### src/rtl/regfile_access_arbiter_pkg.sv
// regfile_arb_pkg: shared states, requester ids and default sizes for the register file arbiter
package regfile_arb_pkg;
  localparam int ADDR_W = 5;
  localparam int DATA_W = 32;
  localparam int NUM_REGS = 32;
  localparam logic REQ_A = 1'b0;
  localparam logic REQ_B = 1'b1;
  typedef enum logic [1:0] {IDLE, ACCESS, RESP, CLEAR} state_e;
endpackage

### src/rtl/regfile_access_arbiter_decoder.sv
// decoder5to32: binary index to one-hot register enable, all zero when disabled
module decoder5to32 (
  input  logic        en_i,
  input  logic [4:0]  sel_i,
  output logic [31:0] out_o
);
  // shift a single enable bit into the selected position
  always_comb out_o = {31'b0, en_i} << sel_i;
endmodule

### src/rtl/regfile_access_arbiter.sv
// regfile_access_arbiter: round-robin req/ack sequencer and clear engine in front of the 32x32 register file
module regfile_access_arbiter #(
  parameter int NUM_REGS = regfile_arb_pkg::NUM_REGS,
  parameter int ADDR_W = regfile_arb_pkg::ADDR_W,
  parameter int DATA_W = regfile_arb_pkg::DATA_W
) (
  input  logic                clock,
  input  logic                reset_n,
  input  logic                clear_req,
  output logic                busy,
  input  logic                a_req,
  input  logic                b_req,
  input  logic                a_we,
  input  logic                b_we,
  input  logic [ADDR_W-1:0]   a_addr,
  input  logic [ADDR_W-1:0]   b_addr,
  input  logic [DATA_W-1:0]   a_wdata,
  input  logic [DATA_W-1:0]   b_wdata,
  output logic                a_ack,
  output logic                b_ack,
  output logic [DATA_W-1:0]   a_rdata,
  output logic [DATA_W-1:0]   b_rdata,
  output logic [NUM_REGS-1:0] rf_en,
  output logic [DATA_W-1:0]   rf_wdata,
  output logic [ADDR_W-1:0]   rf_select,
  input  logic [DATA_W-1:0]   rf_rdata
);
  import regfile_arb_pkg::*;
  state_e state_q, state_d;
  logic last_q, last_d, pend_q, pend_d, gnt_q, gnt_d, we_q, we_d, win_b;
  logic [ADDR_W-1:0] addr_q, addr_d, cnt_q, cnt_d;
  logic [DATA_W-1:0] wdata_q, wdata_d, a_rdata_q, a_rdata_d, b_rdata_q, b_rdata_d;
  // state register; reset aborts any in-flight transaction
  always_ff @(posedge clock or negedge reset_n) begin
    if (!reset_n) begin
      state_q   <= IDLE;
      last_q    <= REQ_B;
      pend_q    <= 1'b0;
      gnt_q     <= REQ_A;
      we_q      <= 1'b0;
      addr_q    <= '0;
      cnt_q     <= '0;
      wdata_q   <= '0;
      a_rdata_q <= '0;
      b_rdata_q <= '0;
    end else begin
      state_q   <= state_d;
      last_q    <= last_d;
      pend_q    <= pend_d;
      gnt_q     <= gnt_d;
      we_q      <= we_d;
      addr_q    <= addr_d;
      cnt_q     <= cnt_d;
      wdata_q   <= wdata_d;
      a_rdata_q <= a_rdata_d;
      b_rdata_q <= b_rdata_d;
    end
  end
  // next state: clear has priority in IDLE, ties go to the requester not served last
  always_comb begin
    win_b     = b_req && (!a_req || last_q == REQ_B ? !a_req : 1'b1);
    state_d   = state_q;
    last_d    = last_q;
    gnt_d     = gnt_q;
    we_d      = we_q;
    addr_d    = addr_q;
    wdata_d   = wdata_q;
    cnt_d     = cnt_q;
    a_rdata_d = a_rdata_q;
    b_rdata_d = b_rdata_q;
    pend_d    = (state_q == IDLE) ? 1'b0 : pend_q | clear_req;
    case (state_q)
      IDLE: begin
        if (clear_req || pend_q) begin
          state_d = CLEAR;
          cnt_d   = '0;
        end else if (a_req || b_req) begin
          state_d = ACCESS;
          gnt_d   = win_b ? REQ_B : REQ_A;
          last_d  = win_b ? REQ_B : REQ_A;
          we_d    = win_b ? b_we : a_we;
          addr_d  = win_b ? b_addr : a_addr;
          wdata_d = win_b ? b_wdata : a_wdata;
        end
      end
      ACCESS: begin
        state_d   = RESP;
        a_rdata_d = (!we_q && gnt_q == REQ_A) ? rf_rdata : a_rdata_q;
        b_rdata_d = (!we_q && gnt_q == REQ_B) ? rf_rdata : b_rdata_q;
      end
      RESP: state_d = IDLE;
      CLEAR: begin
        cnt_d   = cnt_q + 1'b1;
        state_d = (cnt_q == ADDR_W'(NUM_REGS - 1)) ? IDLE : CLEAR;
      end
      default: state_d = IDLE;
    endcase
  end
  decoder5to32 u_dec (
    .en_i  ((state_q == ACCESS && we_q) || state_q == CLEAR),
    .sel_i (state_q == CLEAR ? cnt_q : addr_q),
    .out_o (rf_en)
  );
  assign rf_wdata  = (state_q == ACCESS && we_q) ? wdata_q : '0;
  assign rf_select = addr_q;
  assign busy      = state_q != IDLE;
  assign a_ack     = state_q == RESP && gnt_q == REQ_A;
  assign b_ack     = state_q == RESP && gnt_q == REQ_B;
  assign a_rdata   = a_rdata_q;
  assign b_rdata   = b_rdata_q;
endmodule

### config.mk
export PLATFORM = sky130hd
export DESIGN_NAME = regfile_access_arbiter
export DESIGN_NICKNAME = d
export VERILOG_FILES = /design/src/rtl/regfile_access_arbiter_pkg.sv /design/src/rtl/regfile_access_arbiter_decoder.sv /design/src/rtl/regfile_access_arbiter.sv
export SDC_FILE = /design/constraint.sdc
export NUM_CORES = 1
export LEC_CHECK = 0
export BUFFER_PORTS_ARGS = -buffer_cell sky130_fd_sc_hd__buf_2
export CAP_MARGIN = 5
export CELL_PAD_IN_SITES_DETAIL_PLACEMENT = 0
export CELL_PAD_IN_SITES_GLOBAL_PLACEMENT = 1
export CORE_UTILIZATION = 33
export CTS_CLUSTER_SIZE = 10
export DETAILED_ROUTE_END_ITERATION = 8
export PLACE_DENSITY_LB_ADDON = 0.1
export SETUP_SLACK_MARGIN = 0.2
export SLEW_MARGIN = 10
export SYNTH_ARGS = -nofsm -noshare
export SYNTH_HDL_FRONTEND = slang
export SYNTH_SLANG_ARGS = --single-unit
### constraint.sdc
create_clock -name clock -period 1.8 [get_ports clock]
set_clock_uncertainty 0.1 [all_clocks]
set_input_delay 0.27 -clock clock [delete_from_list [all_inputs] [get_ports clock]]
set_output_delay 0.27 -clock clock [all_outputs]
set_load 0.01 [all_outputs]
==> run summary, run 1 <==
The slowest stage of the critical path belongs to the cell dfrtp_2. Data on the critical path arrives at its endpoint at 1.82 ns. The most frequent standard cell in the layout excluding fill and tap cells is buf_2. The logs give -0.390 ns for the smallest setup slack after layout and 457 MHz for the maximum achievable frequency. Counting distinct cell types in the post-synthesis netlist gives 40. Root buffer cell: clkbuf_16. The largest family of logic cells by synthesized area is multiplexers. Across the VDD grid, the largest voltage drop is 0.863 mV. The mean routed wirelength per cell was 18.5 um.

The start-to-end type of the worst setup path was reg2out. The static leakage was 4.88 nW; the number of hold violations in the final report was 0. The run gives 2 as the largest buffer count on any clock path.

The share of the clock period used by the worst path was 1.22; the number of vias per cell was 4.92. Most frequently used flop master after synthesis: dfrtp_1. The number of pins exceeding their max-slew limit in the final report was 0. The floorplan step defined a die boundary enclosing 17600 um^2. Setup repair after global routing could not meet its margin everywhere. The logs give 1345 for the number of fillers in the final layout and 16600 um^2 for the floorplan core area.

The checks that failed: setup timing. The fraction of synthesized cell area taken by the top area cell type was 0.493. The mux contribution to synthesized area came out at 0.197. The worst-path maximum fanout is 6.

The clock sink total came out at 112. The number of placement rows is 47, and the maximum level of the CTS H-tree is 3. In this design, the stage delay of the slowest critical-path cell is 0.44 ns.

The tools report the largest net degree at the start of global routing as 109. The tools report the total global-route track usage as 0.212. Power spread over the standard cell area amounts to 1590 nW/um^2. The proportion of synthesized chip area in sequential cells was 0.497; the final instance count without filler cells was 1028. The number of warnings printed during yosys synthesis came out at 0. Registers take 2810 um^2. A synthesized cell averages 11.8 um^2. The cell seen most often among critical-path stages was buf_2. The number of global-route vias before repair was 5273. The area share of fa/ha/maj cells after synthesis works out to 0.00444. The routed wire length was 19.0 mm. The register clock-pin slew on the reported worst setup and hold paths came out at 0.08 ns. The smallest hold slack is 0.0293 ns. The DRC marker count from the first detailed-route iteration came out at 158.

The fraction of the mapped netlist area in simple logic gates was 0.157. The tool flagged a number of max-cap violations equal to 0. The die boundary height works out to 133 um. For this run, design rule violations remaining after detail routing come to 0. The run gives 918 as the final layout net count.

The async set or reset register ratio after synthesis was 1.00. The starting density of the core came out at 0.339. Once placement completed, the tool counted placed cells totaling 955.

The worst path in the final design needs a cycle of 2.19 ns, including I/O delays and setup. The cell taking the most area after synthesis was dfrtp_1. Required time of the critical path: 1.43 ns. At the placement stage, the worst setup path has a slack of -0.169 ns.

TritonCTS built the clock tree. Chip width: 133 um. The number of antenna violations at the first check in global routing was 0.

The number of antenna-violating nets in the routed design came out at 0. For the core occupancy in the finished layout, the log shows 0.603. The wire-length estimate of the detail-placed layout is 11.7 mm.

Area fraction in compound gates after synthesis: 0.108. The synthesized netlist occupies a cell area of 5640 um^2. The number of enable-type register cells in the synthesized netlist is 0, and the share of cells above drive strength 1 is 0.719. Synthesis handed over a netlist of 478 instances.

The flow ran to the end, but the final reports show violations. Number of buffer cells added on primary ports: 248. Setup violations remaining at the end of the flow were counted as 172. In the layout the commonest cells are buf_2, dfrtp_1, mux2_4. The synthesized flop and latch total is 112. The min-delay analysis places its worst path in the category in2reg. Summing internal, switching and leakage power gives 15.9 mW. The logs give 9 for the number of clock buffers inserted by TritonCTS and 249 for the boundary pin count.

Transition time at the pin with the least slew margin: 0.592 ns. Sorting the synthesized cells by area gives the leading types as dfrtp_1, mux2_2, mux2i_1. Summing all multi-input logic gate instances after layout gives 3680 um^2. The worst setup path is launched from a flip-flop. The logs give 0.606 for the relative slew slack and 4 for the number of optimization iterations in the first detailed-route pass.

The xor and xnor fraction of the mapped netlist area is 0.00155. The critical path goes through buf_2 > and3b_2 > o21ai_4 > clkbuf_16 > nor3_4 > buf_2. STA classifies the critical path endpoint as an output pin. The count of inserted antenna diode cells was 0; the synthesized netlist net count was 593.

The final global-route overflow total is 0, and the clock network latency to the later pin of the worst-skew pair is 0.36 ns. Number of vias after detailed routing: 5060. Signed area change from the synthesized netlist to the final layout: 78.0%. The tools report the first-pass GRT wire length as 29.0 mm. The congestion estimate from routability-driven global placement came to 0.754.
==> sequential cells by signal (all words and copies together), names as in the netlist <==
name       flops
a_rdata       32
b_rdata       32
wdata_q       32
cnt_q          5
rf_select      5
state_q        2
gnt_q          1
last_q         1
pend_q         1
we_q           1
==> worst max-delay path: cells and delay by family (launching register included) <==
kind / cells / cell delay, ns
compound gates: 1 / 0.09
buf+inv: 3 / 0.49
flops: 1 / 0.44
simple gates: 2 / 0.45
==> logic make-up after synthesis <==
kind of cell | after synthesis
muxes | 103
adders and majority gates | 2
and+or+nand+nor | 143
DFF | 112
AOI/OAI and AO/OA | 75
xor gates and xnor gates | 1
buffers and inverters | 42
==> routing by layer <==
metal  vias to the layer above  track usage  share of wire
li1                       2384            -              -
met1                      2513        0.262           0.42
met2                       148        0.364           0.50
met3                        15       0.0682          0.067
met4                         0       0.0383          0.011
met5                         -            0              0
==> path summary, 6_finish.rpt <==
path                                    startpoint                        to  slack (ns)  depth (start not counted)
setup / recovery            state_q[1]$_DFFE_PN0P_                  rf_en[5]       -0.39                          6
hold / removal                               a_req        last_q$_DFFE_PN1P_        0.03                          2
setup reg to reg            state_q[1]$_DFFE_PN0P_    a_rdata[6]$_DFFE_PN0P_       -0.30                          9
hold reg to reg            a_rdata[20]$_DFFE_PN0P_   a_rdata[20]$_DFFE_PN0P_        0.41                          1
max in group asynchronous                  reset_n   b_rdata[15]$_DFFE_PN0P_        0.68                          3
min in group asynchronous                  reset_n  rf_select[1]$_DFFE_PN0P_        0.16                          2
==> metrics by stage <==
stage	area, um^2	setup TNS [ns]
after floorplan	6100	0
after global placement	7850	-15.43
after detailed placement	7850	-20.16
after CTS	9580	-33.16
after global routing	10000	-56.19
final	10000	-44.89
==> cell type report <==
| type | count | area share |
|---|---|---|
| Multi-Input combinational cell | 324 | 0.367 |
| Tap cell | 220 | 0.0274 |
| Sequential cell | 112 | 0.280 |
| Inverter | 5 | 0.00212 |
| Clock buffer | 9 | 0.0224 |
| Timing Repair Buffer | 351 | 0.293 |
| Clock inverter | 7 | 0.00760 |
==> synth_stat cells (2+ instances only) <==
master       n
dfrtp_1    111
mux2_2      64
mux2i_1     39
nand2b_1    38
and2_1      34
a2bb2oi_1   29
nor3_1      27
buf_2       19
a21oi_1     15
clkbuf_1    15
nor2_1      13
a2bb2oi_2    9
o21ai_0      8
a31oi_1      5
inv_1        5
nand2_1      4
a211oi_1     3
and3b_1      3
and4_1       3
nor2b_1      3
nor3b_1      3
and3_1       2
and4b_1      2
buf_4        2
ha_1         2
nand3b_1     2
nand4b_1     2
nor4b_2      2
o221ai_1     2
o31a_1       2
==> power breakdown <==
| part | switching [mW] | total, mW | internal (mW) |
|---|---|---|---|
| clock network | 1.03 | 2.02 | 0.984 |
| registers | 1.01 | 4.79 | 3.78 |
| logic | 3.94 | 9.11 | 5.17 |
==> repair_timing <==
item	4_1_cts	5_1_grt
cloned	15	5
hold endpoints to repair	111	0
hold buffers	1	0
resized for setup	183	73
pin swaps	28	26
buffers inserted	30	6
setup endpoints to repair	178	174
(Power assumes the default switching activity.)
==> run 2, diff against run 1 <==
--- a/config.mk
+++ b/config.mk
@@ -9,7 +9,7 @@
 export CAP_MARGIN = 5
 export CELL_PAD_IN_SITES_DETAIL_PLACEMENT = 0
 export CELL_PAD_IN_SITES_GLOBAL_PLACEMENT = 1
-export CORE_UTILIZATION = 33
+export CORE_UTILIZATION = 32
 export CTS_CLUSTER_SIZE = 10
 export DETAILED_ROUTE_END_ITERATION = 8
 export PLACE_DENSITY_LB_ADDON = 0.1
@@ -17,4 +17,5 @@
 export SLEW_MARGIN = 10
 export SYNTH_ARGS = -nofsm -noshare
 export SYNTH_HDL_FRONTEND = slang
+export SYNTH_HIERARCHICAL = 1
 export SYNTH_SLANG_ARGS = --single-unit
==> run 2 against run 1 <==
  * The flow still finishes with violations (setup timing)
  * Final cell count down 6.4%
  * Critical endpoint is now rf_en[4]
  * Sequential share of layout area rose by 2.7 points
  * Synthesized cell count shrank 12%
  * Total power fell by 7.0%
  * Critical path depth fell by 1
  * Largest cell class is now buffers
  * Worst hold slack better by 0.025 ns
  * Highest routed layer is now met5
  * Core utilization fell by 3.2 points
==> run summary, run 2 <==
The number of antenna violations at the first check in global routing came out at 1 (+1). Yosys attributes the largest share of cell area to dfrtp_1, mux2_2, o32ai_1. The register clock-pin slew on the reported worst setup and hold paths was 0.08 ns (about the same); the largest buffer count on any clock path was 2 (unchanged). The critical path depth in cells is 5 (-1), and the setup-violating endpoint count in the final report is 173 (+0.58%).

For the number of library cell types mapped by synthesis, the log shows 39 (-2.5%). Placer congestion estimate: 0.723 (-4.2%). The tools report the post-placement setup slack as -0.301 ns (-0.132 ns). The library cell used most frequently in the layout, excluding fill and tap cells, is buf_2.

The tools report the root buffer cell as clkbuf_16. For the proportion of synthesized chip area in sequential cells, the log shows 0.531 (+0.0339). The floorplan core area came out at 16000 um^2 (-3.9%). The number of cells traversed by the worst register-to-register path is 9 (unchanged). The required time of the critical path came out at 1.43 ns (about the same). The number of vias per cell was 4.86 (-1.2%); the worst vdd rail ir drop was 0.760 mV (-12%). The share of total power in the clock network was 0.137 (+0.010); the number of vias after detailed routing was 4680 (-7.5%). For the final instance count without filler cells, the log shows 962 (-6.4%). The tools report the boundary pin count as 249 (unchanged).

The synthesized flop and latch total is 112 (unchanged). STA classifies the critical path startpoint as a flip-flop. The number of warnings printed during yosys synthesis was 6 (+6); the design internal power was 9.54 mW (-4.0%). The routed wire length was 17.0 mm (-11%). The kind of end point of the critical path is an output pin. The number of pins exceeding their max-slew limit in the final report is 0 (unchanged). DRC marker count from the first detailed-route iteration: 145 (-8.2%). The relative slew slack is 0.307 (-0.298), and the async set or reset register ratio after synthesis is 1.00 (unchanged). Kind of cell with the highest combined delay on the critical path: simple AND/OR/NAND/NOR gates. The largest net degree at the start of global routing is 42 (-61%). Compared with the post-synthesis result, the final layout area differs by 73.1%.

For the final global-route overflow total, the log shows 0 (unchanged). The share of cells above drive strength 1 is 0.708 (-0.0113), and the synthesized netlist net count is 534 (-9.9%). The maximum achievable frequency was 409 MHz (-10%); the worst-path maximum fanout was 5 (-1). The logs give 9 (unchanged) for the number of clock buffers inserted by TritonCTS and 4 (unchanged) for the number of optimization iterations in the first detailed-route pass. The instance count after placement with tap cells included is 892 (-6.6%), and the transition time at the pin with the least slew margin is 1.03 ns (+0.443 ns).

Die boundary height: 130 um (-1.7%). The average instance area after synthesis is 12.6 um^2 (+6.8%), and the number of antenna-violating nets in the routed design is 0 (unchanged). The number of fillers in the final layout was 1408 (+4.7%); the number of hold violations in the final report was 0 (unchanged).

For the half-perimeter wire length after placement, the log shows 10.8 mm (-7.5%). The number of buffer and inverter instances along the worst setup path was 1 (-2); the part of the total power dissipated in combinational logic was 0.556 (-0.016). For the clock network latency to the later pin of the worst-skew pair, the log shows 0.35 ns (about the same). Setup repair after global routing could not meet its margin everywhere. The net switching fraction of the power was 0.355 (-0.0202). The first-pass GRT wire length was 25.7 mm (-11%); the core occupancy in the finished layout was 0.571 (-0.0320). The maximum level of the CTS H-tree is 3 (unchanged), and the power density over the cells is 1620 nW/um^2 (+2.1%). Net switching component of the power: 5.26 mW (-12%). The peak per-stage delay on the critical path came out at 0.62 ns (+0.18 ns). The fraction of synthesized cell area taken by the top area cell type is 0.526 (+0.0336), and the reg-to-reg setup timing slack is -0.32 ns (-0.02 ns). The post-route DRC violation count is 0 (unchanged). The clock sink total was 112 (unchanged). In the layout the commonest cells are buf_2, dfrtp_1, buf_6. The final reports fail on setup timing. For the final layout net count, the log shows 857 (-6.6%). The tools report the area of combinational cells with multiple inputs as 2850 um^2 (-23%). The share of the clock period used by the worst path is 1.36 (+0.140).

The number of enable-type register cells in the synthesized netlist came out at 0 (unchanged). The worst setup path is of the reg2out kind. The combined area of all synthesized cells was 5280 um^2 (-6.4%); the chip width was 130 um (-1.7%). In the post-synthesis netlist, the cell with the most instances is dfrtp_1. The logs give 2.07 ns (+0.25 ns) for the critical path data arrival time and 2810 um^2 (-0.18%) for the sequential cell area.

The signal on the critical path passes through nand2_8 > mux2_4 > or4b_4 > nor2_4 > buf_6. The run gives 0.201 (-0.0110) as the total global-route track usage. By count the netlist is led by dfrtp_1, mux2_2, nor2_1. The number of buffer cells added on primary ports was 248 (unchanged). The max-capacitance violation count is 0 (unchanged). The number of global-route vias before repair is 4671 (-11%). Mean routed wirelength per cell: 17.7 um (-4.5%). The logs give 46 (-2.1%) for the number of placement rows and 17000 um^2 (-3.4%) for the area of the die. The tools report the count of inserted antenna diode cells as 0 (unchanged). The post-synthesis cell count was 419 (-12%); the share of total power in sequential cells was 0.307 (+0.006).

The cell with the biggest individual delay on the critical path was or4b_4. The starting density of the core is 0.330 (-0.00893). The most frequently used flop master after synthesis is dfrtp_1. The final critical delay including setup and external delays works out to 2.44 ns (+0.252 ns).

The run finished, with violations left. The largest total area in the synthesized netlist belongs to dfrtp_1. Static leakage: 4.23 nW (-13%). The smallest setup slack after layout was -0.642 ns (-0.252 ns).

TritonCTS built the clock tree. The worst hold path belongs to the class in2reg. The depth of the worst hold-timing path is 2 (unchanged).
-- run 2: changes by cell type after synthesis, sizes merged, moves of 4 or more --
cell / delta
nor2: +29
mux2: +4
buf: -8
o32ai: +38
a31oi: -4
clkbuf: +8
o21ai: -8
a21oi: -6
nor3: -25
mux2i: -38
nand2b: -35
-- run 2: metal layers --
layer | track usage | wire [um] | up-vias
li1 | - | - | 2215
met1 | 0.252 | 7340 | 2272
met2 | 0.345 | 8290 | 174
met3 | 0.0509 | 1100 | 17
met4 | 0.0527 | 235 | 2
met5 | 0 | 9 | -
-- run 2: power groups by stage --
stage	clock [mW]	combinational, mW	sequential [mW]
2_1_floorplan	0	3.75	4.81
3_3_place_gp	0	6.39	4.49
3_5_place_dp	0	6.50	4.51
4_1_cts	2.09	7.91	4.54
5_1_grt	2.18	8.80	4.71
6_report	2.03	8.23	4.54
-- run 2: repair_timing --
action,CTS,global route
gates resized for setup,101,36
hold buffers,2,0
gates cloned,17,0
pin swaps,14,11
setup buffers,28,8
endpoints found under the setup margin,173,174
endpoints found under the hold margin,18,0
-- run 2: stage by stage --
step | cell area (um^2) | setup TNS (ns) | hold WS, ns | power (mW)
final | 9140 | -61.05 | 0.0539 | 14.8
after global routing | 9140 | -72.94 | 0.0510 | 15.7
after CTS | 8890 | -57.26 | 0.0415 | 14.5
after detailed placement | 7440 | -25.95 | 0.0843 | 11.0
after global placement | 7440 | -21.86 | 0.0873 | 10.9
after floorplan | 5680 | -2.62 | -0.126 | 8.56
-- run 2: kinds of logic (layout without fill, tap and decap cells) --
logic type                 after synthesis  in the layout  synth area share
DFF                                    112            112             0.531
and+or+nand+nor                        103            103             0.112
AOI/OAI and AO/OA                       93             93             0.170
muxes                                   69             69             0.147
buffers and inverters                   39            366            0.0339
adders and majority gates                2              2           0.00474
xor gates and xnor gates                 1              1           0.00166
-- run 2: final timing paths --
| kind | startpoint | end |
|---|---|---|
| hold / removal | rf_rdata[7] | b_rdata[7]$_DFFE_PN0P_ |
| max in group asynchronous | reset_n | state_q[0]$_DFFE_PN0P_ |
| hold reg to reg | b_rdata[4]$_DFFE_PN0P_ | b_rdata[4]$_DFFE_PN0P_ |
| setup / recovery | state_q[0]$_DFFE_PN0P_ | rf_en[4] |
| setup reg to reg | state_q[0]$_DFFE_PN0P_ | wdata_q[14]$_DFFE_PN0P_ |
| min in group asynchronous | reset_n | wdata_q[16]$_DFFE_PN0P_ |
-- run 2: layout make-up --
type / count / share of cell area
Clock buffer: 10 / 0.0251
Clock inverter: 5 / 0.00726
Inverter: 2 / 0.000822
Multi-Input combinational cell: 268 / 0.312
Sequential cell: 112 / 0.307
Tap cell: 216 / 0.0296
Timing Repair Buffer: 349 / 0.318
